File: config.mk
export PLATFORM = sky130hd
export DESIGN_NAME = reg_bank_wb
export DESIGN_NICKNAME = d
export VERILOG_FILES = /design/src/rtl/regbank_pkg.sv /design/src/rtl/operand_latch.sv /design/src/rtl/reg_bank_wb.sv
export SDC_FILE = /design/constraint.sdc
export NUM_CORES = 2
export LEC_CHECK = 0
export ABC_CLOCK_PERIOD_IN_PS = 3950
export CORE_MARGIN = 2
export CORE_UTILIZATION = 35
export DETAILED_ROUTE_END_ITERATION = 16
export GPL_ROUTABILITY_DRIVEN = 0
export GPL_TIMING_DRIVEN = 1
export SYNTH_ARGS = -nofsm -noshare
export SYNTH_HDL_FRONTEND = slang
export SYNTH_HIERARCHICAL = 1
export SYNTH_SLANG_ARGS = --single-unit
File: constraint.sdc
create_clock -name clk -period 3.95 [get_ports clk]
set_clock_uncertainty 0.05 [all_clocks]
set_input_delay 0.395 -clock clk [delete_from_list [all_inputs] [get_ports clk]]
set_output_delay 0.395 -clock clk [all_outputs]
set_load 0.05 [all_outputs]
File: src/rtl/regbank_pkg.sv
// Shared constants for the register-destination path: fixed register
// indices, the register-index type and the destination-mux selections.
package regbank_pkg;

    localparam int unsigned NUM_REGS = 32;

    typedef logic [4:0] RegIdx;

    localparam RegIdx REG_ZERO = 5'd0;
    localparam RegIdx REG_SP   = 5'd29;
    localparam RegIdx REG_RA   = 5'd31;

    // Destination-mux selections; the fixed choices resolve to REG_SP / REG_RA.
    localparam logic [1:0] DST_RT = 2'd0;
    localparam logic [1:0] DST_RD = 2'd1;
    localparam logic [1:0] DST_SP = 2'd2;
    localparam logic [1:0] DST_RA = 2'd3;

    // Index selected by the destination mux for a given selection code.
    function automatic RegIdx dst_index(logic [1:0] sel, RegIdx rt, RegIdx rd);
        RegIdx idx;
        unique case (sel)
            DST_RT:  idx = rt;
            DST_RD:  idx = rd;
            DST_SP:  idx = REG_SP;
            default: idx = REG_RA;
        endcase
        return idx;
    endfunction

endpackage

File: src/rtl/operand_latch.sv
// DATA_W-wide enable register with synchronous active-low clear, used for
// the A and B operand registers.
module operand_latch #(
    parameter int unsigned DATA_W = 32
) (
    input  logic              clk,
    input  logic              reset_n,
    input  logic              en,
    input  logic [DATA_W-1:0] d,
    output logic [DATA_W-1:0] q
);

    // Clear on reset, capture when enabled, otherwise hold.
    always_ff @(posedge clk) begin
        if (!reset_n) begin
            q <= '0;
        end else if (en) begin
            q <= d;
        end
    end

endmodule

File: src/rtl/reg_bank_wb.sv
// Write-back register bank: 32x32 storage, two combinational read ports with
// optional same-cycle forwarding, and the A/B operand registers.
module reg_bank_wb
    import regbank_pkg::*;
#(
    parameter int unsigned       DATA_W   = 32,
    parameter logic [DATA_W-1:0] SP_RESET = 'd227,
    parameter bit                BYPASS   = 1'b1
) (
    input  logic              clk,
    input  logic              reset_n,
    input  logic              reg_write,
    input  RegIdx             write_reg,
    input  logic [DATA_W-1:0] write_data,
    input  RegIdx             read_reg_1,
    input  RegIdx             read_reg_2,
    input  logic              ab_load,
    output logic [DATA_W-1:0] read_data_1,
    output logic [DATA_W-1:0] read_data_2,
    output logic [DATA_W-1:0] a_out,
    output logic [DATA_W-1:0] b_out,
    output logic              wr_ack
);

    logic [DATA_W-1:0] bank [NUM_REGS];

    // A write to reg 0 is dropped; only real destinations forward.
    logic write_live;
    assign write_live = reg_write && (write_reg != REG_ZERO);

    // Bank update: reset loads SP into reg 29, everything else to zero.
    always_ff @(posedge clk) begin
        if (!reset_n) begin
            for (int unsigned i = 0; i < NUM_REGS; i++) begin
                bank[i] <= (RegIdx'(i) == REG_SP) ? SP_RESET : '0;
            end
        end else if (write_live) begin
            bank[write_reg] <= write_data;
        end
    end

    // Acknowledge every sampled write strobe, including dropped reg-0 writes.
    always_ff @(posedge clk) begin
        if (!reset_n) begin
            wr_ack <= 1'b0;
        end else begin
            wr_ack <= reg_write;
        end
    end

    // Read port 1: reg 0 reads zero, optional forwarding of the pending write.
    always_comb begin
        read_data_1 = (read_reg_1 == REG_ZERO) ? '0 : bank[read_reg_1];
        if (BYPASS && write_live && (write_reg == read_reg_1)) begin
            read_data_1 = write_data;
        end
    end

    // Read port 2: same rules as port 1.
    always_comb begin
        read_data_2 = (read_reg_2 == REG_ZERO) ? '0 : bank[read_reg_2];
        if (BYPASS && write_live && (write_reg == read_reg_2)) begin
            read_data_2 = write_data;
        end
    end

    // A/B take the post-forwarding read values.
    operand_latch #(
        .DATA_W (DATA_W)
    ) u_a_latch (
        .clk     (clk),
        .reset_n (reset_n),
        .en      (ab_load),
        .d       (read_data_1),
        .q       (a_out)
    );

    operand_latch #(
        .DATA_W (DATA_W)
    ) u_b_latch (
        .clk     (clk),
        .reset_n (reset_n),
        .en      (ab_load),
        .d       (read_data_2),
        .q       (b_out)
    );

endmodule

Word-level counts from Yosys, hierarchy flattened
Memory sizes are Yosys's and may differ from the RTL's.
Index checks and enable logic that the tools add are counted.
- memory bits (writable): 1024
- memories: 1
- register bits: 65
- input port bits: 51
- mux-type cells: 11
- reductions and logical operators: 7
- equal/unequal tests: 2
- memories (memory ; words ; width ; rd ports ; clocked after memory_dff ; write ports ; line ; text):
    bank ; 32 ; 32 ; 2 ; 0 ; 32 ; reg_bank_wb.sv:25 ; logic [DATA_W-1:0] bank [NUM_REGS];
- operators by type and width (cell ; count):
    32-bit 2-to-1 mux ; 5
    32-bit OR reduction ; 1
    5-bit equality test ; 2
    5-bit zero test ; 2
    1-bit 2-to-1 mux ; 5
    5-bit 2-to-1 mux ; 1
    5-bit nonzero test ; 1
    1-bit logical AND ; 3

Depth between registers and ports, before layout
- depth after elaboration: 7
- gate-level depth with buffers: 12
- gate-level depth less buffers: 7

Cells and area by module
Netlist, hierarchy kept.
- modules (own cells, without submodules) (module ; times used ; area each (um2) ; cells an instance):
    reg_bank_wb ; 1 ; 55319.3 ; 3930
    operand_latch ; 2 ; 1243.7 ; 103

Worst setup path after synthesis
Ideal clock, no wire load.
- path type: input to register
- from: input write_reg[0]
- to: memory bank[24][0], enable pin
- data required time: 3.434 ns
- cell stages on the path: 4
- buffers on the path: 2
- arrival time: 3.544 ns
- path slack: -0.109 ns
- cell sequence: clkbuf_1 -> or3_1 -> clkbuf_1 -> o21ai_0
- RTL lines (item ; line ; text):
    start, declared ; reg_bank_wb.sv:13 ; input RegIdx write_reg,
    end, declared ; reg_bank_wb.sv:25 ;

Final worst setup path
- from: input write_reg[3]
- to: output read_data_1[30]
- word-level cells in the longest chain between the ends: 4
- elaborated cells between the ends (all ways): 5
- classes of those cells: 1 x eq/ne; 1 x mux; 3 x reduce/logical
- RTL lines (item ; line ; text):
    5-bit nonzero test ; reg_bank_wb.sv:29 ; assign write_live = reg_write && (write_reg != REG_ZERO);
    1-bit logical AND ; reg_bank_wb.sv:29 ;
    1-bit logical AND * ; reg_bank_wb.sv:54 ; if (BYPASS && write_live && (write_reg == read_reg_1)) begin
    32-bit 2-to-1 mux * ; reg_bank_wb.sv:54 ;
    end, declared ; reg_bank_wb.sv:18 ; output logic [DATA_W-1:0] read_data_1,
Every way passes the cells marked *; elsewhere a longest branch is shown, timed or not.

==> flow_summary.toml <==
[run_status]
status = "finished, final reports clean"

[worst_setup_path]
start_kind = "input pin"
required_ns = 3.50
crit_arrival_ns = 3.19
worst_setup_path_end_kind = "output port"
worstPathMaxFanout = 7
r2r-start = "bank[27][9]$_SDFFCE_PN0P_"
slowest_delay_ns = 0.60
crit_chain = "clkdlybuf4s50_1, or3_1, o31ai_4, o31a_2, buf_12, o21ai_0, o21ai_0, buf_4, buf_12"
critPathLaunch = "write_reg[3]"
path_class = "in2out"
cp_slowest_cell = "o31a_2"

[clocking]
htree_levels = 4
cts.sinks = 1089
clk_latency_ns = 0.79
ctsResizeCount = 0
clkTransAtPathRegs_ns = 0.06
clk_path_buf_depth = 3
numCtsBuffers = 130
root_buffer = "clkbuf_16"
cts_tree = "done"

[sta]
final_hold_viol_count = 0
setup_violations = 0
slew-limit-headroom = 0.168
max_freq_mhz = 275
fin_setup_tns_ns = 0
slew_viol_final = 0
finalCritPeriodShare = 0.920
rsz0062_at_grt = "false"
period_minus_slack_ns = 3.63
tightest_slew_ns = 1.25

[die]
die_x_microns = 410
coreArea_sq_um = 164000
initial_core_util = 0.352
rows = 149
design.die.area_sq_um = 168000
ios = 180
die_y_microns = 410

[synthesis]
ys_seq_elements = 1089
synthTopCellsByArea = "edfxtp_1 53%, mux4_2 12%, and2_1 11%"
synth_edf_count = 1024
yosysWarningCount = 6
synth_area_per_cell_sq_um = 14.0
syn-instance-count = 4136
synth_top_area_share = 0.532
synth-seq-area-share = 0.554
synth-main-ff-cell = "edfxtp_1"
netlist_area_sq_um = 57800
yosys.area.top_type = "edfxtp_1"
synthArstFlopShare = 0
synth_cell_type_count = 44

[global_routing]
grt_pass1_wl_microns = 310000
use_met2 = 0.406
grt_max_degree = 54
antenna_found_initial = 19
grt_overflow = 0
grt_busiest_layer = "met2"
grt_use_met1 = 0.337
grt_pass1_vias = 39400
use_met3 = 0.0668
grt_use_total = 0.263

[route]
firstDrtPassIters = 6
drtIter0Drc = 5517
vias_per_cell = 5.97
route.detailed.drc = 0
routedWlPerCell_microns = 33.7
drtAntennaViolNets = 0
wl_microns = 223000
via_count = 39600

[final_layout]
stdcell_count = 6635
final_util = 0.418
fin_nets = 4386
n_fill_cell = 14900
multi_input_area_sq_um = 24500
regArea_sq_um = 32100
layout-drive-gt1-share = 0.230
area_growth_pct = 18.8

[pwr]
ir_drop_v = 0.000382
powerDensity_nw_per_um2 = 444
p_leak_nw = 24.6

[worst_hold_path]
hold_path.class = "in2reg"
hp-start = "ab_load"

[placed_design]
hpwl_microns = 142000
placed_cells = 6391
port_buffers = 179

[job]
cap_violations = 0
[through the flow]
step / power (W) / worst slack [ns] / cell area [sq um] / hold WS, ns
final: 0.0305 / 0.316 / 68700 / 0.276
after global routing: 0.0313 / 0.152 / 68700 / 0.285
after CTS: 0.0306 / 0.240 / 68600 / 0.246
after detailed placement: 0.0186 / 0.235 / 64500 / 0.455
after global placement: 0.0186 / 0.224 / 64500 / 0.448
after floorplan: 0.0165 / -0.109 / 57900 / 0.473
[layer usage]
layer,share of wire,up-vias
li1,-,16100
met1,0.37,20300
met2,0.45,2570
met3,0.11,579
met4,0.061,6
met5,0.0010,-
[synthesized netlist by cell type (9+ instances only)]
master,count
a221o_1,23
mux4_2,305
a221oi_1,22
buf_2,84
o221ai_1,43
mux4_1,15
clkbuf_1,309
o21ai_0,36
a21oi_1,61
dfxtp_1,65
a22oi_1,95
mux2i_1,459
buf_4,15
buf_1,14
and2_1,989
mux2_2,64
o22ai_1,53
nand4_1,9
o211ai_1,9
nand3_1,29
a22o_1,22
nor2_1,60
a211oi_1,32
nor2b_1,69
buf_6,14
nand2_1,111
a32o_1,53
edfxtp_1,1024
[placed cells by master, fill, tap and decap left out, types with 23 or more instances in the layout]
cell type	synthesis	final
a211oi_1	32	32
a21oi_1	61	61
a221o_1	23	23
a22oi_1	95	95
a32o_1	53	53
and2_1	989	987
buf_12	6	101
buf_4	15	264
clkbuf_1	309	25
clkbuf_16	0	134
clkdlybuf4s50_1	0	103
clkinv_2	0	27
conb_1	1	32
dfxtp_1	65	65
edfxtp_1	1024	1024
mux2_2	64	64
mux2i_1	459	459
mux4_2	305	305
nand2_1	111	110
nand3_1	29	28
nor2_1	60	26
nor2_4	0	33
nor2b_1	69	64
o21ai_4	0	31
o221ai_1	43	43
o22ai_1	53	53
[logic make-up (layout without fill, tap and decap cells)]
logic type,after synthesis,in the layout,synth area share
flops,1089,1089,0.554
buf+inv,444,715,0.0351
mux,843,843,0.218
simple gates,1289,1289,0.132
xor+xnor,10,10,0.00152
other cells,1,40,0.0000649
compound gates,460,460,0.0595
[flip-flops by register name (all words and copies together) (netlist names)]
signal and cells:
u_b_latch/q 32, bank 1024, u_a_latch/q 32, wr_ack 1
[repair_timing]
| action | in CTS | in global routing |
|---|---|---|
| setup endpoints to repair | 0 | 0 |
| hold buffers | 1 | 0 |
| buffers inserted | 0 | 0 |
| endpoints found under the hold margin | 1 | 0 |
[critical path, delay by kind of cell]
family | cells | cell delay, ns
buffers and inverters | 4 | 0.99
AND/OR/NAND/NOR | 1 | 0.45
AO/OA/AOI/OAI | 4 | 1.33
[path summary, 6_finish.rpt]
| kind | cells past startpoint | end | slack (ns) |
|---|---|---|---|
| max reg2reg | 7 | u_a_latch/q[9]$_SDFFE_PN0P_ | 1.49 |
| max | 9 | read_data_1[30] | 0.32 |
| min reg2reg | 2 | u_a_latch/q[23]$_SDFFE_PN0P_ | 0.47 |
| min | 3 | u_a_latch/q[7]$_SDFFE_PN0P_ | 0.28 |
[where the power goes]
part	total (W)	switching (W)	leakage, nW	internal [W]
registers	0.0136	0.000353	10.3	0.0133
logic	0.00483	0.00295	12.2	0.00189
clock network	0.0120	0.00512	2.06	0.00692
total	0.0305	0.00841	24.6	0.0221
[final cells by class]
cell class	instances	share of cell area
Antenna cell	8	0.000292
Clock buffer	163	0.0510
Clock inverter	72	0.0100
Inverter	2	0.000109
Multi-Input combinational cell	2634	0.357
Sequential cell	1089	0.467
Tap cell	2189	0.0399
Timing Repair Buffer	478	0.0750
(Power assumes the default switching activity.)
